$ cat config.mk
export PLATFORM = sky130hd
export DESIGN_NAME = i2s_clk_gen
export DESIGN_NICKNAME = d
export VERILOG_FILES = /design/src/rtl/i2s_clk_gen.sv
export SDC_FILE = /design/constraint.sdc
export NUM_CORES = 1
export LEC_CHECK = 0
export CORE_MARGIN = 2
export CORE_UTILIZATION = 33
export CTS_CLUSTER_DIAMETER = 80
export CTS_CLUSTER_SIZE = 24
export DETAILED_ROUTE_END_ITERATION = 7
export GPL_TIMING_DRIVEN = 0
export PLACE_DENSITY = 0.63
export REMOVE_ABC_BUFFERS = 1
export SETUP_SLACK_MARGIN = 0.5
export SLEW_MARGIN = 20
export SYNTH_ARGS = -nofsm -noshare
export SYNTH_HDL_FRONTEND = slang
export SYNTH_SLANG_ARGS = --single-unit
$ cat constraint.sdc
create_clock -name clk -period 1.6 [get_ports clk]
set_input_delay 0.16 -clock clk [delete_from_list [all_inputs] [get_ports clk]]
set_output_delay 0.16 -clock clk [all_outputs]
set_load 0.1 [all_outputs]
$ cat src/rtl/i2s_clk_gen.sv
// i2s_clk_gen
//   Derives the I2S clock set (mclk, sclk, lrck) from the fabric clock by
//   integer division of one master counter, plus clk-domain strobes that mark
//   sclk edges and frame starts. Runs start and stop only on frame boundaries.
//
// Parameters
//   MCLK_DIV    clk cycles per mclk period (even, >= 2)
//   SCLK_DIV    mclk periods per sclk period (>= 1)
//   FRAME_BITS  sclk periods per lrck period, left + right (even, >= 2)
//
// Ports
//   clk            in   fabric clock
//   rst            in   synchronous active-high reset
//   en             in   run request, acted on only in IDLE or at the last count
//   busy           out  1 while running
//   mclk/sclk/lrck out  registered divided clocks, phase-locked to cnt
//   sclk_fall_stb  out  pulse on the cycle sclk is low at the start of a bit
//   sclk_rise_stb  out  pulse on the cycle sclk goes high
//   frame_stb      out  pulse on the first cycle of each active frame
//
// Configuration
//   I2S_CLK_GEN_STROBE_EN  defined: strobes decoded; undefined: strobes tied 0.

module i2s_clk_gen #(
  parameter int MCLK_DIV   = 4,
  parameter int SCLK_DIV   = 4,
  parameter int FRAME_BITS = 64
) (
  input  logic clk,
  input  logic rst,
  input  logic en,
  output logic busy,
  output logic mclk,
  output logic sclk,
  output logic lrck,
  output logic sclk_fall_stb,
  output logic sclk_rise_stb,
  output logic frame_stb
);

  localparam int S  = MCLK_DIV * SCLK_DIV;
  localparam int P  = S * FRAME_BITS;
  localparam int CW = $clog2(P);

  localparam logic [CW-1:0] LAST      = CW'(P - 1);
  localparam logic [CW-1:0] MDIV      = CW'(MCLK_DIV);
  localparam logic [CW-1:0] MHALF     = CW'(MCLK_DIV / 2);
  localparam logic [CW-1:0] SDIV      = CW'(S);
  localparam logic [CW-1:0] SHALF     = CW'(S / 2);
  localparam logic [CW-1:0] FHALF     = CW'(P / 2);

  if (MCLK_DIV < 2 || (MCLK_DIV % 2) != 0) begin : g_bad_mclk_div
    $error("i2s_clk_gen: MCLK_DIV must be even and >= 2");
  end
  if (SCLK_DIV < 1) begin : g_bad_sclk_div
    $error("i2s_clk_gen: SCLK_DIV must be >= 1");
  end
  if (FRAME_BITS < 2 || (FRAME_BITS % 2) != 0) begin : g_bad_frame_bits
    $error("i2s_clk_gen: FRAME_BITS must be even and >= 2");
  end

  typedef enum logic {IDLE = 1'b0, RUN = 1'b1} state_t;

  state_t        state_q, state_d;
  logic [CW-1:0] cnt_q, cnt_d;
  logic          mclk_q, mclk_d;
  logic          sclk_q, sclk_d;
  logic          lrck_q, lrck_d;

  // State register. Clock outputs share the edge with cnt so they are
  // zero-latency relative to it and drop low on the reset edge.
  always_ff @(posedge clk) begin
    if (rst) begin
      state_q <= IDLE;
      cnt_q   <= '0;
      mclk_q  <= 1'b0;
      sclk_q  <= 1'b0;
      lrck_q  <= 1'b0;
    end else begin
      state_q <= state_d;
      cnt_q   <= cnt_d;
      mclk_q  <= mclk_d;
      sclk_q  <= sclk_d;
      lrck_q  <= lrck_d;
    end
  end

  // Next state. en is only looked at in IDLE and at the last count, so a
  // frame that has started always runs to completion.
  always_comb begin
    state_d = state_q;
    cnt_d   = cnt_q;
    case (state_q)
      IDLE: begin
        cnt_d = '0;
        if (en) begin
          state_d = RUN;
          cnt_d   = CW'(1);
        end
      end
      RUN: begin
        if (cnt_q == LAST) begin
          cnt_d = '0;
          if (!en) state_d = IDLE;
        end else begin
          cnt_d = cnt_q + CW'(1);
        end
      end
      default: begin
        state_d = IDLE;
        cnt_d   = '0;
      end
    endcase
  end

  // Outputs. Clocks are decoded from the next count so the flops hold the
  // value matching the registered count; strobes decode the registered count.
  always_comb begin
    mclk_d        = (cnt_d % MDIV) >= MHALF;
    sclk_d        = (cnt_d % SDIV) >= SHALF;
    lrck_d        = cnt_d >= FHALF;
    sclk_fall_stb = 1'b0;
    sclk_rise_stb = 1'b0;
    frame_stb     = 1'b0;
`ifdef I2S_CLK_GEN_STROBE_EN
    // IDLE with en high is the k=0 cycle of the first frame.
    sclk_fall_stb = ((state_q == RUN) || en) && ((cnt_q % SDIV) == '0);
    sclk_rise_stb = (state_q == RUN) && ((cnt_q % SDIV) == SHALF);
    frame_stb     = ((state_q == RUN) || en) && (cnt_q == '0);
`endif
  end

  assign busy = (state_q == RUN);
  assign mclk = mclk_q;
  assign sclk = sclk_q;
  assign lrck = lrck_q;

endmodule
==> results.md, run 1 <==
Logic synthesis:
- Summing every instance area after synthesis gives 527 sq um.
- Dividing the synthesized area by the synthesized cell count gives 8.93 sq um.
- The warning count from the yosys run is 0.
- The share of synthesized area occupied by flip-flops and latches is 45.6%.
- Counting flops and latches in the post-synthesis netlist gives 12.
- The post-synthesis cell count is 59.
- In this run, distinct cell masters in the synthesized netlist total 21.

Worst hold path:
- The hold-critical path endpoint is cnt_q[0].
- The worst hold path was traced through 3 stages.
- The worst hold path belongs to the class in -> reg.
- In this run the most critical hold path is launched from en.

Layout:
- The synthesis-to-layout area growth is 30.9%.
- After filler insertion, the fill cell instance count of the layout stands at 152.
- The sequential cells in the finished layout cover a total of 258 sq um.
- In the final design database the tool counted 75 nets.
- The count of antenna diodes in the layout is 0.
- The multi-input combinational cells in the finished layout cover a total of 302 sq um.
- The final instance count without filler cells is 85.
- Of the cells placed in the final design, the portion with a size suffix greater than 1 is 36.2%.
- The commonest non-fill, non-tap cell in the layout is sky130_fd_sc_hd__nor2_1.
- The top cell types in the final layout, fill and taps aside, are 12 x sky130_fd_sc_hd__nor2_1, 6 x sky130_fd_sc_hd__dfxtp_1, 5 x sky130_fd_sc_hd__xnor2_1, 5 x sky130_fd_sc_hd__buf_4.

Clocking:
- The total clock sinks is 12.
- The root buffer cell chosen for the clock tree is sky130_fd_sc_hd__clkbuf_4.
- The number of buffers on the longest clock path is 2.
- For the worst-skew pair, the clock arrives at the later sink with an insertion delay of 0.28 ns.
- The number of buffers created by CTS is 3.
- The number of H-tree levels is 1.
- Clock-pin slew was measured on the worst setup and hold paths at 0.07 ns.
- The CTS tree is done.

Drt:
- The number of vias per cell after detailed routing is 4.71.
- The final antenna-violating net count is 0.
- The detailed-route wire length per cell is 11.3 um.
- For this run, the detailed router's first-pass iteration total came to 1.
- The total DRC errors in the routed layout is 0.
- The total via count after detailed routing is 400.
- For this block, the routed nets add up to 964 um of wire.
- The number of design-rule violations left by the first detailed-router iteration is 0.

Floorplan:
- In this run the standard cell core region covers 0.00151 sq mm.
- The floorplan step set the die height to 44.0 um.
- The floorplan has 14 rows.
- The number of I/O pins is 10.
- The initial utilization of the core area, before any placement, comes to 35.0%.
- The die covers 0.00193 sq mm.
- The die width is 44.0 um.

Global routing:
- The total overflow left after global routing is 0.
- Global routing used 2.50% of the available met3 tracks.
- The met2 track demand over resource in global routing is 17.6%.
- The first global-routing pass estimated 1.50 mm of wire.
- The initial antenna violation count is 0.
- The global routing stage identified its most utilized layer as met2.
- The via count of the first global-routing pass was 352.
- The global-route total usage across every layer is 11.9%.
- The largest net degree at the start of global routing is 8.
- Global routing consumed, on the met1 layer, 11.9% of the routing resources.

Setup path:
- Counting cells, the worst reg-to-reg path comes to 5.
- Along the worst path, the maximum fanout reaches 5.
- The launching element type of the critical path is a flip-flop.
- The worst endpoint data arrival time is 1.39 ns.
- The number of buffers and inverters on the critical path is 0.
- At the worst endpoint, the required time is 1.77 ns.
- The worst setup path is of the reg -> reg kind.
- The endpoint type of the worst setup path is a flip-flop.
- The startpoint of the worst register-to-register path is cnt_q[0].
- The longest individual stage delay on the worst path is 0.37 ns.
- The setup check on the worst reg-to-reg path leaves a slack of 0.39 ns.
- The slowest library cell on the worst path is sky130_fd_sc_hd__dfxtp_4.
- The worst register-to-register path ends at busy.
- The path length in cells of the critical path is 5.
- The cell family contributing the most delay on the critical path is simple AND/OR/NAND/NOR gates.
- The critical path goes through ha_4 -> nand3_4 -> or3_4 -> nand2b_4 -> o21ai_2.

Power and ir drop:
- Summed over all nets, the switching power comes to 175 uW.
- The maximum ir drop on the vdd rail is 0.000441 V.
- After layout, the design draws a total of 586 uW.
- Sequential cells account for 52.6% of the total power.
- The internal power contribution is 411 uW.
- The fraction of power spent switching nets is 29.9%.
- The power density over the cells is 850 mW/mm^2.
- The part of the total power dissipated in the clock network is 31.5%.
- The part of the power in combinational logic is 15.9%.
- The leakage dissipation is 0.236 nW.

Timing:
- The worst path uses 75.8% of the clock period.
- Setup violations remaining at the end of the flow were counted as 0.
- Setup repair after global routing could not meet its margin everywhere.
- The number of hold-slack violations in the final timing report is 0.
- The minimum clock period after layout is 1.21 ns.
- The top achievable clock speed is 825 MHz.
- The clock tree skew after final layout is 0.00153 ns.
- The count of final max-slew check failures is 0.

Place:
- The wire-length estimate of the detail-placed layout is 624 um.
- The count of input and output buffers is 6.
- The routability congestion estimate from global placement is 0.770.
- In this run, placement finished with an instance count of 80.

Job:
- The number of maximum-capacitance violations is 0.

Outcome:
- The run finished with clean final reports.
-- worst register-to-register path: stages, from the launching register on --
cell,delay [ns]
sky130_fd_sc_hd__dfxtp_4,0.37
sky130_fd_sc_hd__ha_4,0.15
sky130_fd_sc_hd__nand3_4,0.07
sky130_fd_sc_hd__or3_4,0.35
sky130_fd_sc_hd__nand2b_4,0.11
sky130_fd_sc_hd__o21ai_2,0.05
-- flip-flops by register name (all words and copies together) (netlist names) --
signal and cells:
busy 1, mclk 1, cnt_q 9, lrck 1
-- repair_timing --
action / CTS / global route
resized for setup: 35 / 9
endpoints found under the hold margin: 0 / 0
endpoints found under the setup margin: 15 / 13
hold buffers: 0 / 0
cloned: 0 / 0
buffers inserted: 2 / 0
pin swaps: 10 / 4
-- power groups by stage --
stage	Clock (mW)	Sequential (mW)	Combinational [mW]
global route	0.201	0.309	0.0971
CTS	0.188	0.311	0.0922
global placement	0	0.317	0.0892
detailed placement	0	0.317	0.0898
floorplan	0	0.341	0.0479
finish	0.185	0.308	0.0930
-- metrics by stage --
stage                     instance area (sq um)  utilization (%)  hold WS (ns)  TNS, ns  setup WS (ns)
final                                       689             45.8         0.463        0          0.388
after global routing                        689             45.8         0.475        0          0.342
after CTS                                   658             43.7         0.465        0          0.370
after detailed placement                    592             39.3         0.506   -0.222         -0.102
after global placement                      592             39.3         0.501   -0.221         -0.102
after floorplan                             512                -         0.229    -4.80         -0.543
-- per-layer routing --
metal / share of wire [%] / wire length [um]
met1: 41 / 394
met4: 6.3 / 61
met3: 3.2 / 31
met5: 0 / 0
met2: 49 / 477
-- cell type report --
type	count	share of cell area (%)
Inverter	4	2.18
Sequential cell	12	37.4
Multi-Input combinational cell	42	43.7
Clock buffer	3	3.27
Timing Repair Buffer	8	10.5
Tap cell	16	2.90
-- cells by family after synthesis --
kind of cell	Yosys count	share of synthesized area (%)
compound gates	4	5.23
xor+xnor	7	11.6
flops	12	45.6
buf+inv	7	7.12
other cells	1	0.712
fa+ha+maj	1	2.37
simple gates	27	27.3
-- synth_stat cells --
master	instances	area, sq um
sky130_fd_sc_hd__nand2_1	1	3.75
sky130_fd_sc_hd__a211o_1	1	8.76
sky130_fd_sc_hd__inv_1	4	15.0
sky130_fd_sc_hd__nand3_1	5	25.0
sky130_fd_sc_hd__nand3b_1	1	7.51
sky130_fd_sc_hd__nor3_1	1	5.00
sky130_fd_sc_hd__ha_1	1	12.5
sky130_fd_sc_hd__a21oi_1	2	10.0
sky130_fd_sc_hd__nand2b_1	2	12.5
sky130_fd_sc_hd__nor2_1	12	45.0
sky130_fd_sc_hd__o21ai_2	1	8.76
sky130_fd_sc_hd__xor2_1	2	17.5
sky130_fd_sc_hd__nand2b_4	1	13.8
sky130_fd_sc_hd__conb_1	1	3.75
sky130_fd_sc_hd__and3_2	1	7.51
sky130_fd_sc_hd__nand4_1	1	6.26
sky130_fd_sc_hd__nor4_1	1	6.26
sky130_fd_sc_hd__or3_4	1	11.3
sky130_fd_sc_hd__xnor2_1	5	43.8
sky130_fd_sc_hd__dfxtp_1	12	240
sky130_fd_sc_hd__buf_4	3	22.5
-- how the worst max path moves through the flow --
| stage | start | to | slack (ns) |
|---|---|---|---|
| 2_1_floorplan | mclk | cnt_q[0] | -0.54 |
| 3_3_place_gp | cnt_q[3] | sclk | -0.10 |
| 3_5_place_dp | cnt_q[3] | sclk | -0.10 |
| 4_1_cts | cnt_q[0] | busy | 0.37 |
| 5_1_grt | cnt_q[0] | cnt_q[5] | 0.34 |
| 6_report | cnt_q[0] | busy | 0.39 |
(Power assumes the default switching activity.)
==> run 2: changes to the inputs <==
==> constraint.sdc (replaced) <==
create_clock -name clk -period 1.3 [get_ports clk]
set_input_delay 0.13 -clock clk [delete_from_list [all_inputs] [get_ports clk]]
set_output_delay 0.13 -clock clk [all_outputs]
set_load 0.1 [all_outputs]
==> run 2 against run 1 <==
Clock skew increased by 0.0023 ns. Global-route usage rose by 0.085 points. Clock-buffer cell count did not move. Largest cell class unchanged.
==> results.md, run 2 (synthesis gave the netlist of run 1 again) <==
Floorplan:
- The die height is 44.0 um (unchanged).
- The initial standard-cell utilization of the core is 35.0% (unchanged).
- The row count came to 14 (unchanged).
- The number of I/O pins is 10 (unchanged).
- The overall die area was 0.00193 sq mm (unchanged).
- The placeable core region is 0.00151 sq mm (unchanged).
- The die width is 44.0 um (unchanged).

Global routing:
- The largest net degree at the start of global routing is 8 (unchanged).
- The global-route wire length before repair is 1.59 mm (+6.4%).
- The initial antenna violation count is 0 (unchanged).
- The via count of the first global-routing pass is 370 (+5.1%).
- The total congestion overflow after global routing came to 0 (unchanged).
- The global-route total usage across every layer is 12.0% (+0.085 points).

Layout:
- The count of antenna diodes in the layout is 0 (unchanged).
- The ratio of cells with drive above 1 in the final layout was 44.4% (+8.2 points).
- The library cell used most frequently in the layout, excluding fill and tap cells, is sky130_fd_sc_hd__nor2_1.
- The flip-flop count of the largest register after layout came to 9 (unchanged).
- The register area was 260 sq um (+0.97%).
- The final instance count without filler cells is 88 (+3.5%).
- The number of nets in the final layout is 78 (+4.0%).
- The final design instance area without fill is 791 sq um (+15%).
- Relative to the synthesized area, the layout overhead comes to 50.1%.
- The largest register by flop count is cnt_q.
- The final cell utilization of the core is 52.5% (+6.7 points).
- The footprint of the multi-input gates came to 328 sq um (+8.7%).
- The number of inserted filler cells in the final layout is 142 (-6.6%).

Setup path:
- The data required time at the worst endpoint is 1.47 ns (-0.30 ns).
- The worst endpoint data arrival time was 1.40 ns (about the same).
- The length in cells of the worst reg-to-reg path is 5 (unchanged).
- The category of the most critical setup path is reg -> reg.
- The maximum fanout encountered on the critical timing path is 5 (unchanged).
- The worst setup path is launched from a flip-flop.
- The worst setup path is captured at a flip-flop.

Timing:
- The final-report setup violation count is 0 (unchanged).
- The minimum clock period after layout was 1.24 ns (+0.0251 ns).
- The count of final max-slew check failures is 0 (unchanged).
- The setup slack after layout is 0.0627 ns (-0.325 ns).
- The clock tree skew after final layout is 0.00379 ns (+0.00226 ns).
- Setup repair after global routing could not meet its margin everywhere.
- The top achievable clock speed is 808 MHz (-2.0%).
- The final critical-path share of the clock period is 95.2% (+19 points).
- The number of hold-slack violations in the final timing report is 0 (unchanged).

Drt:
- The total detailed-routing wirelength was 1.06 mm (+9.4%).
- The total via count after detailed routing came to 433 (+8.3%).
- The total DRC errors in the routed layout is 0 (unchanged).
- The number of vias per cell after detailed routing is 4.92 (+4.6%).
- The number of design-rule violations left by the first detailed-router iteration is 7 (+7).
- The detailed-route wire length per cell is 12.0 um (+5.7%).
- The number of search-and-repair iterations in the first detailed-routing pass is 4 (+3).
- The final antenna-violating net count came to 0 (unchanged).

Power and ir drop:
- The power density over the cells is 932 mW/mm^2 (+9.7%).
- The maximum ir drop on the vdd rail is 0.000545 V (+24%).
- The leakage dissipation is 0.281 nW (+19%).
- The total power is 737 uW (+26%).

Clocking:
- The cell sitting at the root of the clock tree is a sky130_fd_sc_hd__clkbuf_4.
- The CTS tree is done.
- The post-CTS clock slew at the launch and capture registers of the worst setup and hold paths was 0.07 ns (about the same).
- The number of buffers on the longest clock path is 2 (unchanged).
- The number of H-tree levels is 1 (unchanged).
- The total clock sinks came to 12 (unchanged).
- The insertion delay of the later-clocked pin in the worst-skew pair is 0.27 ns (about the same).
- The number of buffers created by CTS is 3 (unchanged).

Place:
- The instance area after placement is 592 sq um (unchanged).
- The cell count after placement came to 80 (unchanged).
- The total half-perimeter wirelength after legalization and detailed placement is 624 um (unchanged).
- The count of input and output buffers is 6 (unchanged).
- The pre-CTS worst setup slack came to -0.372 ns (-0.270 ns).
- The routability congestion estimate from global placement was 0.770 (unchanged).

Worst hold path:
- The count of cells along the worst hold path is 3 (unchanged).
- The kind of path behind the tightest hold check is in -> reg.

Outcome:
- The run finished with clean final reports.

Job:
- The number of maximum-capacitance violations is 0 (unchanged).
==> run 2: repair_timing <==
action | in CTS | in global routing
setup endpoints to repair | 16 | 16
gates resized for setup | 46 | 16
buffers inserted | 4 | 1
pin swaps | 11 | 5
hold buffers | 0 | 0
==> run 2: routing by layer <==
layer / vias up / track usage [%] / share of wire, %
li1: 214 / - / -
met1: 206 / 12.2 / 42
met2: 10 / 20.3 / 53
met3: 3 / 2.50 / 2.9
met4: 0 / 10.9 / 2.2
met5: - / 0 / 0
==> run 2: area by class of cell <==
class | count | area share [%]
Clock buffer | 3 | 2.85
Inverter | 4 | 1.90
Multi-Input combinational cell | 42 | 41.5
Sequential cell | 12 | 32.9
Tap cell | 16 | 2.53
Timing Repair Buffer | 11 | 18.4
==> run 2: worst max-delay path, stage by stage (launching register included) <==
cell	delay [ns]
sky130_fd_sc_hd__dfxtp_4	0.37
sky130_fd_sc_hd__ha_4	0.15
sky130_fd_sc_hd__nand3_4	0.09
sky130_fd_sc_hd__or3_4	0.36
sky130_fd_sc_hd__nand2b_4	0.11
sky130_fd_sc_hd__o21ai_2	0.05
==> run 2: final timing paths <==
kind	slack, ns	startpoint	to
max reg2reg	0.06	mclk	busy
min reg2reg	0.53	busy	cnt_q[0]
min	0.43	en	busy
max	0.06	mclk	busy
==> run 2: through the flow <==
step / TNS [ns] / hold slack (ns)
final: 0 / 0.432
after global placement: -1.94 / 0.501
after global routing: 0 / 0.452
after detailed placement: -1.99 / 0.506
after floorplan: -8.37 / 0.199
after CTS: 0 / 0.436
==> run 2: where the power goes <==
| part | internal [mW] | leakage (nW) | switching (mW) |
|---|---|---|---|
| Sequential | 0.372 | 0.102 | 0.00961 |
| Combinational | 0.0411 | 0.165 | 0.0893 |
| Clock | 0.107 | 0.0138 | 0.118 |
| Total | 0.520 | 0.281 | 0.217 |
==> run 3: changes to the inputs <==
--- a/config.mk
+++ b/config.mk
@@ -11,6 +11,7 @@
 export CTS_CLUSTER_SIZE = 24
 export DETAILED_ROUTE_END_ITERATION = 7
 export GPL_TIMING_DRIVEN = 0
+export HOLD_SLACK_MARGIN = 0.06
 export PLACE_DENSITY = 0.63
 export REMOVE_ABC_BUFFERS = 1
 export SETUP_SLACK_MARGIN = 0.5
==> results of run 3 <==
The final DEF is identical to that of run 2; final timing and power are the same.
